<file path="config.mk">
export PLATFORM = sky130hd
export DESIGN_NAME = program_sequencer
export DESIGN_NICKNAME = d
export VERILOG_FILES = /design/src/rtl/seq_pkg.sv /design/src/rtl/pc_return_stack.sv /design/src/rtl/program_sequencer.sv
export SDC_FILE = /design/constraint.sdc
export NUM_CORES = 1
export LEC_CHECK = 0
export ABC_AREA = 1
export CELL_PAD_IN_SITES_DETAIL_PLACEMENT = 1
export CELL_PAD_IN_SITES_GLOBAL_PLACEMENT = 1
export CORE_MARGIN = 2
export CORE_UTILIZATION = 37
export DETAILED_ROUTE_END_ITERATION = 10
export PLACE_DENSITY_LB_ADDON = 0.1
export SLEW_MARGIN = 20
export SYNTH_ARGS = -nofsm -noshare
export SYNTH_HDL_FRONTEND = slang
export SYNTH_HIERARCHICAL = 1
export SYNTH_SLANG_ARGS = --single-unit
</file>
<file path="constraint.sdc">
create_clock -name clk -period 2.36 [get_ports clk]
set_input_delay 0.236 -clock clk [delete_from_list [all_inputs] [get_ports clk]]
set_output_delay 0.236 -clock clk [all_outputs]
set_load 0.02 [all_outputs]
</file>
<file path="src/rtl/seq_pkg.sv">
// Shared definitions for the program sequencer: op encodings, FSM states
// and the instruction-size helper.
package seq_pkg;

  typedef enum logic [2:0] {
    OP_NEXT       = 3'd0,
    OP_JUMP       = 3'd1,
    OP_BRANCH_REL = 3'd2,
    OP_CALL       = 3'd3,
    OP_RET        = 3'd4
  } op_e;

  typedef enum logic {
    ST_RUN   = 1'b0,
    ST_FAULT = 1'b1
  } state_e;

  // A zero-length instruction field still has to move the pc forward.
  localparam logic [1:0] INSTR_SIZE_DEFAULT = 2'd1;

  function automatic logic [1:0] eff_size(input logic [1:0] size);
    return (size == 2'd0) ? INSTR_SIZE_DEFAULT : size;
  endfunction

endpackage

</file>
<file path="src/rtl/pc_return_stack.sv">
// Parametrised LIFO holding return addresses; pushes when full and pops when
// empty are dropped without touching contents or count.
module pc_return_stack #(
  parameter int WIDTH = 8,
  parameter int DEPTH = 4,
  parameter int CNT_W = $clog2(DEPTH + 1)
) (
  input  logic             clk,
  input  logic             rst_n,
  input  logic             push,
  input  logic             pop,
  input  logic [WIDTH-1:0] push_data,
  output logic [WIDTH-1:0] top_data,
  output logic             full,
  output logic             empty,
  output logic [CNT_W-1:0] count
);

  localparam int IDX_W = $clog2(DEPTH);

  logic [WIDTH-1:0] mem [DEPTH];
  logic [IDX_W-1:0] wr_idx;
  logic [IDX_W-1:0] rd_idx;

  // When full, wr_idx wraps but is never used for a write; rd_idx stays valid.
  assign wr_idx   = count[IDX_W-1:0];
  assign rd_idx   = wr_idx - IDX_W'(1);
  assign full     = (count == CNT_W'(DEPTH));
  assign empty    = (count == '0);
  assign top_data = mem[rd_idx];

  always_ff @(posedge clk) begin
    if (rst_n && push && !full) begin
      mem[wr_idx] <= push_data;
    end
  end

  always_ff @(posedge clk) begin
    if (!rst_n) begin
      count <= '0;
    end else if (push && !full) begin
      count <= count + CNT_W'(1);
    end else if (pop && !empty) begin
      count <= count - CNT_W'(1);
    end
  end

endmodule

</file>
<file path="src/rtl/program_sequencer.sv">
// Program counter sequencer with return stack and sticky stack-error fault.
//   state    | meaning
//   ST_RUN   | executing ops on each adv strobe
//   ST_FAULT | stack error seen; pc and stack frozen until err_clr
module program_sequencer
  import seq_pkg::*;
#(
  parameter int ADDR_WIDTH  = 8,
  parameter int STACK_DEPTH = 4
) (
  input  logic                             clk,
  input  logic                             rst_n,
  input  logic                             adv,
  input  logic [2:0]                       op,
  input  logic                             cond,
  input  logic [ADDR_WIDTH-1:0]            target_addr,
  input  logic [ADDR_WIDTH-1:0]            rel_offset,
  input  logic [1:0]                       instr_size,
  input  logic                             err_clr,
  output logic [ADDR_WIDTH-1:0]            pc,
  output logic [$clog2(STACK_DEPTH+1)-1:0] sp,
  output logic                             fault,
  output logic                             stack_ovf,
  output logic                             stack_udf
);

  localparam int SP_W = $clog2(STACK_DEPTH + 1);

  state_e                state, state_nxt;
  logic [ADDR_WIDTH-1:0] pc_nxt;
  logic [ADDR_WIDTH-1:0] seq;
  logic [ADDR_WIDTH-1:0] top_data;
  logic                  ovf_nxt, udf_nxt;
  logic                  push, pop;
  logic                  stk_full, stk_empty;

  assign seq   = pc + ADDR_WIDTH'(eff_size(instr_size));
  assign fault = (state == ST_FAULT);

  pc_return_stack #(
    .WIDTH (ADDR_WIDTH),
    .DEPTH (STACK_DEPTH),
    .CNT_W (SP_W)
  ) u_stack (
    .clk       (clk),
    .rst_n     (rst_n),
    .push      (push),
    .pop       (pop),
    .push_data (seq),
    .top_data  (top_data),
    .full      (stk_full),
    .empty     (stk_empty),
    .count     (sp)
  );

  always_ff @(posedge clk) begin
    if (!rst_n) begin
      state     <= ST_RUN;
      pc        <= '0;
      stack_ovf <= 1'b0;
      stack_udf <= 1'b0;
    end else begin
      state     <= state_nxt;
      pc        <= pc_nxt;
      stack_ovf <= ovf_nxt;
      stack_udf <= udf_nxt;
    end
  end

  always_comb begin
    state_nxt = state;
    pc_nxt    = pc;
    ovf_nxt   = stack_ovf;
    udf_nxt   = stack_udf;
    push      = 1'b0;
    pop       = 1'b0;
    case (state)
      ST_RUN: begin
        // Clear first so an error raised by this same op wins.
        if (err_clr) begin
          ovf_nxt = 1'b0;
          udf_nxt = 1'b0;
        end
        if (adv) begin
          case (op)
            OP_JUMP:       pc_nxt = cond ? target_addr : seq;
            OP_BRANCH_REL: pc_nxt = cond ? (seq + rel_offset) : seq;
            OP_CALL: begin
              if (stk_full) begin
                ovf_nxt   = 1'b1;
                state_nxt = ST_FAULT;
              end else begin
                push   = 1'b1;
                pc_nxt = target_addr;
              end
            end
            OP_RET: begin
              if (stk_empty) begin
                udf_nxt   = 1'b1;
                state_nxt = ST_FAULT;
              end else begin
                pop    = 1'b1;
                pc_nxt = top_data;
              end
            end
            default:       pc_nxt = seq;
          endcase
        end
      end
      ST_FAULT: begin
        if (err_clr) begin
          ovf_nxt   = 1'b0;
          udf_nxt   = 1'b0;
          state_nxt = ST_RUN;
        end
      end
      default: state_nxt = ST_RUN;
    endcase
  end

endmodule

</file>
Word-level counts from Yosys, hierarchy flattened
Memory sizes are Yosys's and may differ from the RTL's.
Cells that the tools add are included.
{"block": "op_classes", "add_sub_neg": 5, "n_eq_ne": 7, "n_mux": 34, "bitwise_logic": 1, "n_reduce_logical": 10}
{"op": "$mux 8", "n": 4}
{"op": "$pmux 8 s4", "n": 1}
{"op": "$mux 1", "n": 22}
{"op": "$add 8x2->8", "n": 1}
{"op": "$add 8x8->8", "n": 1}
{"op": "$pmux 1 s2", "n": 4}
{"op": "$eq 3x2->1 const B", "n": 2}
{"op": "$eq 3x3->1 const B", "n": 2}
{"op": "$mux 3", "n": 2}
{"op": "$logic_and 1x1->1", "n": 4}
{"op": "$ne 2x2->1 const B", "n": 2}
{"op": "$reduce_and 4->1", "n": 1}
{"op": "$add 3x1->3 const B", "n": 1}
{"op": "$eq 3x1->1 const B", "n": 1}
{"op": "$logic_not 3->1", "n": 1}
{"op": "$sub 3x1->3 const B", "n": 1}
{"op": "$logic_not 1->1", "n": 2}
{"op": "$logic_not 2->1", "n": 1}
{"op": "$mux 2", "n": 1}
{"op": "$reduce_bool 2->1", "n": 1}
{"op": "$sub 2x1->2 const B", "n": 1}
{"op": "$not 1->1", "n": 1}
{"block": "word_totals", "regBits": 14, "mem_bits_rw": 32, "input_bits": 26, "output_inout_bits": 14, "word_cells": 63, "mem_count": 1}
{"name": "u_stack.mem", "depth": 4, "width": 8, "read_ports": 1, "rd_ports_with_merged_regs": 0, "wr": 1, "line": "pc_return_stack.sv:21", "rtl": "logic [WIDTH-1:0] mem [DEPTH];"}

Logic depth before layout (Yosys ltp)
{"block": "logic_depth", "depth_word": 9, "mapped_depth": 22, "ltp_nobuf": 22}

By module
The synthesis kept the hierarchy.
{"module": "pc_return_stack", "n_inst": 1, "cells_each": 117, "area_each_um2": 1461.4, "seq_area_each_um2": 1021.0}
{"module": "program_sequencer", "n_inst": 1, "cells_each": 236, "area_each_um2": 1375.1, "seq_area_each_um2": 220.2}

Worst setup path after synthesis
No wires, ideal clock.
{"block": "synth_timing", "path_kind": "flip-flop to flip-flop", "from": "register u_stack.count[0]", "to": "memory u_stack.mem[1][0], enable pin", "setup_time_ns": 0.371, "t_arrival_ns": 2.205, "t_required_ns": 1.989, "slack_ns": -0.216, "stages_incl_launch_ff": 12, "path_buffers": 2, "synth_period_minus_slack_ns": 2.576, "cell_sequence": "dfxtp_1 buf_6 inv_4 buf_6 ha_1 nand2_2 inv_1 nor3_1 nand2_2 inv_2 nand2_1 nor2_1"}
{"block": "synth_between", "elab_chain_len": 9, "elab_cells_between_ends": 10, "cone_classes": "eq/ne: 1; mux: 6; reduce/logical: 3"}
{"element": "start: declaration", "line": "pc_return_stack.sv:16", "rtl": "output logic [CNT_W-1:0] count"}
{"element": "start signal: assignment", "line": "pc_return_stack.sv:42", "rtl": "count <= count + CNT_W'(1);"}
{"element": "start signal: assignment", "line": "pc_return_stack.sv:44", "rtl": "count <= count - CNT_W'(1);"}
{"element": "$eq 3x3->1", "line": "pc_return_stack.sv:28", "rtl": "assign full = (count == CNT_W'(DEPTH));"}
{"element": "net stk_full", "line": "program_sequencer.sv:35", "rtl": "logic stk_full, stk_empty;"}
{"element": "$mux 1", "line": "program_sequencer.sv:89", "rtl": "if (stk_full) begin"}
{"element": "$mux 1", "line": "program_sequencer.sv:85", "rtl": "case (op)"}
{"element": "$mux 1", "line": "program_sequencer.sv:84", "rtl": "if (adv) begin"}
{"element": "$mux 1", "line": "program_sequencer.sv:77", "rtl": "case (state)"}
{"element": "net push", "line": "program_sequencer.sv:34", "rtl": "logic push, pop;"}
{"element": "$logic_and 1x1->1 (2 in series)", "line": "pc_return_stack.sv:33", "rtl": "if (rst_n && push && !full) begin"}
{"element": "$mux 1", "line": "pc_return_stack.sv:33"}
{"element": "$mux 1 (implied by the code)", "line": "pc_return_stack.sv:34", "rtl": "mem[wr_idx] <= push_data;"}
{"element": "end: declaration", "line": "pc_return_stack.sv:21"}
The timed path passes the listed nets, and every way through them passes these cells.

Worst setup path in the final report
{"block": "layout_timing", "from": "register pc[0]", "to": "register pc[5]"}
{"block": "layout_between", "elab_chain_len": 4, "elab_cells_between_ends": 5, "cone_classes": "add/sub: 2; mux: 3"}
{"element": "start: declaration", "line": "program_sequencer.sv:20", "rtl": "output logic [ADDR_WIDTH-1:0] pc,"}
{"element": "start signal: assignment", "line": "program_sequencer.sv:64", "rtl": "pc <= pc_nxt;"}
{"element": "$add 8x2->8", "line": "program_sequencer.sv:37", "rtl": "assign seq = pc + ADDR_WIDTH'(eff_size(instr_size));"}
{"element": "net seq[4]", "line": "program_sequencer.sv:31", "rtl": "logic [ADDR_WIDTH-1:0] seq;"}
{"element": "$add 8x8->8", "line": "program_sequencer.sv:87", "rtl": "OP_BRANCH_REL: pc_nxt = cond ? (seq + rel_offset) : seq;"}
{"element": "$mux 8", "line": "program_sequencer.sv:87"}
{"element": "$pmux 8 s4", "line": "program_sequencer.sv:85"}
The timed path passes the listed nets, and every way through them passes these cells.
A chain may end at the register's enable or synchronous reset.

==> impl_metrics.json <==
{
  "status": "finished, violations left",
  "violations": "negative setup slack",
  "vias": 2758,
  "viasPerCell": 5.13,
  "first_global_vias": 2991,
  "num_antenna_cells": 0,
  "seq_area_frac_synth": 0.438,
  "slew_viol_final": 0,
  "ys_types": 35,
  "max_stage_delay_ns": 0.37,
  "slowest_stage": "fa_2",
  "start_util": 0.387,
  "power_density_nw_per_um2": 553,
  "layout.nets": 480,
  "worstPathArrival_ns": 2.64,
  "r2r_start": "pc[0]$_SDFFE_PN0P_",
  "cts_tree": "built",
  "clock_skew_ns": 0.0100,
  "clock_latency_ns": 0.30,
  "worstSetupStartpointType": "flip-flop",
  "grt_usage": 0.228,
  "layout_min_cycle_time_ns": 2.47,
  "crit_chain": "ha_4 > fa_2 > nand2_2 > inv_4 > a21o_1 > nand2_2 > inv_2 > ha_4 > nand2_2 > inv_2 > nand3_2 > nand3_1 > nand3_2 > nand2_1 > nand2_1 > nand2_1 > nand2_1 > nand2_1 > a21oi_1",
  "grt_pass1_wl_um": 14800,
  "drt_iter0_markers": 106,
  "worstPathRequired_ns": 2.54,
  "end_kind": "flip-flop",
  "fillers": 886,
  "synth_cells": 353,
  "gp_congestion": 0.868,
  "overflow": 0,
  "drt_wl_total_um": 9320,
  "hold_end": "stack_ovf$_SDFF_PN0_",
  "grt_max_degree": 23,
  "cts_made_buffers": 5,
  "dp_slack_ns": -0.787,
  "power.leakage_nw": 1.71,
  "hold_depth": 2,
  "worst_slew_pin_slew_ns": 0.453,
  "max_freq_mhz": 405,
  "netlist_area_sq_um": 2840,
  "syn-num-nets": 395,
  "synth_area_leaders": "edfxtp_1 (34%), dfxtp_1 (9.9%), nand2_1 (9.7%)",
  "worst_slack_ns": -0.108,
  "rsz0062_at_grt": "yes",
  "dieArea_sq_um": 8380,
  "ir_drop_mv": 0.377,
  "netlist.area_leader.share": 0.339,
  "setup_viol_count_final": 5,
  "numClockSinks": 46,
  "fin_crit_sh": 1.05,
  "rows": 31,
  "cp_max_fo": 4,
  "crit_path_frequent_cell": "nand2_1",
  "utilization": 0.551,
  "crit_type": "reg -> reg",
  "ctsRootBufferMaster": "clkbuf_8",
  "route.detailed.drc": 0,
  "firstDrtPassIters": 4,
  "worstHoldPathType": "reg -> reg",
  "antenna_found_initial": 0,
  "hold_violations": 0,
  "clockBufferDepth": 2,
  "maxCapViolCount": 0,
  "yosys.area.top_type": "edfxtp_1",
  "ys_warn_count": 6,
  "synth_area_per_cell_sq_um": 8.04,
  "core_area_sq_um": 7330,
  "wl_per_cell_um": 17.3,
  "hp-start": "stack_ovf$_SDFF_PN0_",
  "slew_headroom": 0.697,
  "rrSetupSlack_ns": -0.11,
  "drive_gt1_frac": 0.287,
  "port_buffers": 39,
  "cts_max_level": 2,
  "hpwl_um": 7000,
  "die_w_um": 91.6,
  "io-pin-count": 40,
  "antenna_left": 0,
  "ys_seq_elements": 46,
  "worstReg2RegEnd": "pc[5]$_SDFFE_PN0P_",
  "die_y_um": 91.6,
  "cts.clk_slew.worst_paths_ns": 0.08,
  "rr_worst_depth": 19,
  "area_growth_pct": 42.3
}
## critical path: cells and delay by family (launching register included)
family | cells | cell delay, ns
buffers and inverters | 3 | 0.19
AOI/OAI and AO/OA | 2 | 0.22
DFF | 1 | 0.34
and+or+nand+nor | 11 | 0.79
adders and majority gates | 3 | 0.83
## stage by stage
| stage | cells | power, mW | area (sq um) | hold slack [ns] | TNS [ns] |
|---|---|---|---|---|---|
| floorplan | 353 | 1.22 | 2910 | 0.357 | 0 |
| global placement | 525 | 1.47 | 3720 | 0.456 | -3.53 |
| detailed placement | 525 | 1.48 | 3720 | 0.461 | -3.90 |
| CTS | 536 | 2.21 | 3960 | 0.476 | -0.296 |
| global route | 538 | 2.33 | 4040 | 0.500 | -1.26 |
| finish | 538 | 2.23 | 4040 | 0.468 | -0.379 |
## synth_stat cells
library cell	n
nand4_1	6
nand3_1	16
xor2_1	5
fa_1	3
buf_2	1
inv_1	47
edfxtp_1	32
a31oi_1	1
dfxtp_1	14
or2_2	1
o21ai_1	3
clkbuf_1	3
inv_4	1
nand3b_1	1
a21o_1	1
a21oi_2	2
nor2_2	1
o211ai_1	4
a22o_1	3
ha_1	13
a31o_2	1
nand2_1	73
nor3_4	1
clkinv_1	1
nand2_2	6
o21a_1	2
o22ai_1	9
nor3_1	4
nor3_2	1
inv_2	7
a21boi_0	1
buf_6	3
a21oi_1	19
nor2_1	40
o21ai_0	27
## timing repair
item | CTS | global route
endpoints found under the setup margin | 6 | 6
pin swaps | 14 | 17
gates cloned | 0 | 0
hold buffers | 0 | 0
buffers inserted | 3 | 2
resized for setup | 25 | 18
## layout make-up
class                   count  area, sq um  area share
clock buffers               5         68.8      0.0170
clock inverters             3         63.8      0.0158
inverters                  56          215      0.0533
multi-input cells         244         1550       0.384
flip-flops and latches     46         1240       0.308
well taps                  99          124      0.0307
repair buffers             85          771       0.191
## flip-flops by register name, summed over array words and instances (netlist names)
register,count
pc,8
stack_udf,1
stack_ovf,1
u_stack/count,3
u_stack/mem,32
fault,1
## routing by layer
layer / share of wire / vias up / GRT usage
li1: - / 1342 / -
met1: 0.42 / 1343 / 0.270
met2: 0.53 / 55 / 0.429
met3: 0.034 / 18 / 0.0299
met4: 0.021 / 0 / 0.0556
met5: 0 / - / 0
## where the power goes
group          switching, mW  total (mW)  internal (mW)
logic                  0.349       0.641          0.293
registers             0.0143       0.904          0.890
clock network          0.267       0.686          0.419
## logic make-up (layout without fill, tap and decap cells)
family,Yosys count,count (layout),synth area share
AND/OR/NAND/NOR,150,150,0.228
AO/OA/AOI/OAI,73,73,0.148
buffers and inverters,63,149,0.0926
flip-flops,46,46,0.438
adder cells (fa/ha/maj),16,16,0.0785
XOR/XNOR,5,5,0.0154
## worst max path at each step
stage                       startpoint                 end  slack [ns]  depth (start not counted)
finish              pc[0]$_SDFFE_PN0P_  pc[5]$_SDFFE_PN0P_       -0.11                         19
global route        pc[0]$_SDFFE_PN0P_  pc[6]$_SDFFE_PN0P_       -0.28                         16
CTS                 pc[0]$_SDFFE_PN0P_  pc[7]$_SDFFE_PN0P_       -0.12                         16
detailed placement       instr_size[1]  pc[6]$_SDFFE_PN0P_       -0.79                         17
global placement         instr_size[1]  pc[6]$_SDFFE_PN0P_       -0.73                         17
floorplan           pc[0]$_SDFFE_PN0P_  pc[4]$_SDFFE_PN0P_        0.01                         13
## layout by cell type (no fill, tap or decap), drive strengths merged, types with 14 or more instances in the layout
master          n
o21ai          30
nand3          16
clkdlybuf4s50  37
nand2          79
dfxtp          14
a21oi          21
inv            55
nor2           41
buf            46
edfxtp         32
Note: power is estimated with default switching activity, not from simulation.
==> RTL edit, RTL diff (same settings) <==
Register the output `fault`, with the module's reset; this adds one clock of latency there. The other outputs are not delayed to match.
--- a/src/rtl/program_sequencer.sv
+++ b/src/rtl/program_sequencer.sv
@@ -35,7 +35,13 @@
   logic                  stk_full, stk_empty;
 
   assign seq   = pc + ADDR_WIDTH'(eff_size(instr_size));
-  assign fault = (state == ST_FAULT);
+  always_ff @(posedge clk) begin
+    if (!rst_n) begin
+      fault <= '0;
+    end else begin
+      fault <= (state == ST_FAULT);
+    end
+  end
 
   pc_return_stack #(
     .WIDTH (ADDR_WIDTH),
Function: changed (a bounded check fails within 4 cycles, from zero or initial values and one cycle with rst_n low).
==> RTL edit against the original RTL <==
The flow still finishes with violations (setup timing); worst setup slack gained 0.078 ns; sequential power grew 2.8%; non-clock buffer count shrank 6; die area is essentially flat; sequential cell count grew 1; largest power group unchanged; critical path depth shrank 2; total power shrank 6.7%; routed wire length shrank 7.9%; hold slack lost 0.014 ns; synthesized area is essentially flat; design area shrank 2.5%; sequential share of layout area grew 1.4 points.
==> RTL edit: results (changes against the original RTL) <==
outcome=complete, but fails checks; failing checks=setup timing; M1 WL=3.83 mm (-1.4%); Net count, final=471 (-1.9%); skew final=0.00850 ns (-0.00154 ns); drt first-iter violations=164 (+55%); Syn Area/Cell=8.15 sq um (+1.4%); hold_ws=0.454 ns (-0.0139 ns); final worst slack=-0.0302 ns (+0.0778 ns); net count of the mapped netlist=390 (-1.3%); layout cells sized above 1=0.247 (-0.0405); vias in the first global route=2,816 (-5.9%); Synth top cells by count=nand2_1 (73), inv_1 (47), nor2_1 (36), edfxtp_1 (32), o21ai_0 (24); clock edge transition at the registers on the reported setup and hold paths=0.10 ns (+0.02 ns); largest net degree at the start of global routing=23 (unchanged); Synth cell types=34 (-2.9%); CP max stage cell=dfxtp_4; GRT Overall Usage=0.212 (-0.0156); Area contributors post-synth=edfxtp_1 (34%), dfxtp_1 (11%), nand2_1 (9.7%); Leakage=1.68 nW (-2.3%); Final HPWL DP=6.65 mm (-5.0%); first-pass GRT wire length=14.0 mm (-5.3%); register area share after synthesis=0.445 (+0.00725); met2 wire len=4.35 mm (-11%); min-delay worst type=flop to flop; Largest regs=u_stack/mem: 32 flops, pc: 8 flops, u_stack/count: 3 flops; clk buf depth=2 (unchanged); WL per Instance=16.2 microns (-6.3%); drt via density=5.03 (-1.8%); HP Start=state$_SDFF_PN0_; final setup vio count=2 (-3); gpl congestion=0.875 (+0.79%); TNS Setup=-0.0390 ns (+0.340 ns); Synth warnings=6 (unchanged); routed wl met3=273 microns (-14%); worst reg2reg startpoint=pc[0]$_SDFFE_PN0P_; worst slew pin tran=0.404 ns (-0.0487 ns); reg2reg end=pc[7]$_SDFFE_PN0P_; FF-to-FF path depth=17 (-2); Worst VDD drop=189 uV (-50%)
-- RTL edit: power breakdown --
part	total (W)	switching [W]	internal [W]
registers	0.000929	0.0000200	0.000909
clock network	0.000532	0.000312	0.000220
logic	0.000622	0.000338	0.000284
total	0.00208	0.000670	0.00141
-- RTL edit: how the worst max path moves through the flow --
stage	start	to	depth (start not counted)
6_report	pc[0]$_SDFFE_PN0P_	pc[7]$_SDFFE_PN0P_	17
5_1_grt	pc[0]$_SDFFE_PN0P_	pc[7]$_SDFFE_PN0P_	17
4_1_cts	pc[0]$_SDFFE_PN0P_	pc[5]$_SDFFE_PN0P_	17
3_5_place_dp	instr_size[1]	pc[5]$_SDFFE_PN0P_	20
3_3_place_gp	instr_size[1]	pc[5]$_SDFFE_PN0P_	20
2_1_floorplan	pc[0]$_SDFFE_PN0P_	pc[7]$_SDFFE_PN0P_	17
-- RTL edit: area by class of cell --
cell class | instances | area, sq um
Clock buffer | 5 | 68.8
Tap cell | 99 | 124
Sequential cell | 47 | 1270
Inverter | 54 | 210
Fill cell | 881 | 3400
Multi-Input combinational cell | 242 | 1510
Timing Repair Buffer | 79 | 729
Clock inverter | 3 | 27.5
-- RTL edit: cell families (layout without fill, tap and decap cells) --
group | Yosys count | after routing | share of synthesized area
compound gates | 72 | 72 | 0.145
buf+inv | 59 | 141 | 0.0856
xor+xnor | 3 | 3 | 0.00927
simple gates | 151 | 151 | 0.237
flops | 47 | 47 | 0.445
fa+ha+maj | 16 | 16 | 0.0786
-- RTL edit: tightest hold or removal path, cell delays in order (launching register included) --
cell,delay [ns]
dfxtp_1,0.34
nand2_1,0.06
inv_1,0.03
-- RTL edit: per-stage QoR --
step | worst slack (ns) | instance area [sq um]
finish | -0.0302 | 3940
global route | -0.223 | 3940
CTS | -0.120 | 3820
detailed placement | -0.576 | 3670
global placement | -0.543 | 3670
floorplan | 0.0213 | 2880
-- RTL edit: layer usage --
layer,GRT usage,up-vias
li1,-,1325
met1,0.273,1277
met2,0.373,50
met3,0.0307,11
met4,0.0530,0
met5,0,-
-- RTL edit: repair_timing --
action	4_1_cts	5_1_grt
pin swaps	9	11
gates cloned	0	0
gates resized for setup	12	23
hold buffers	0	0
setup buffers	2	1
setup endpoints to repair	7	7
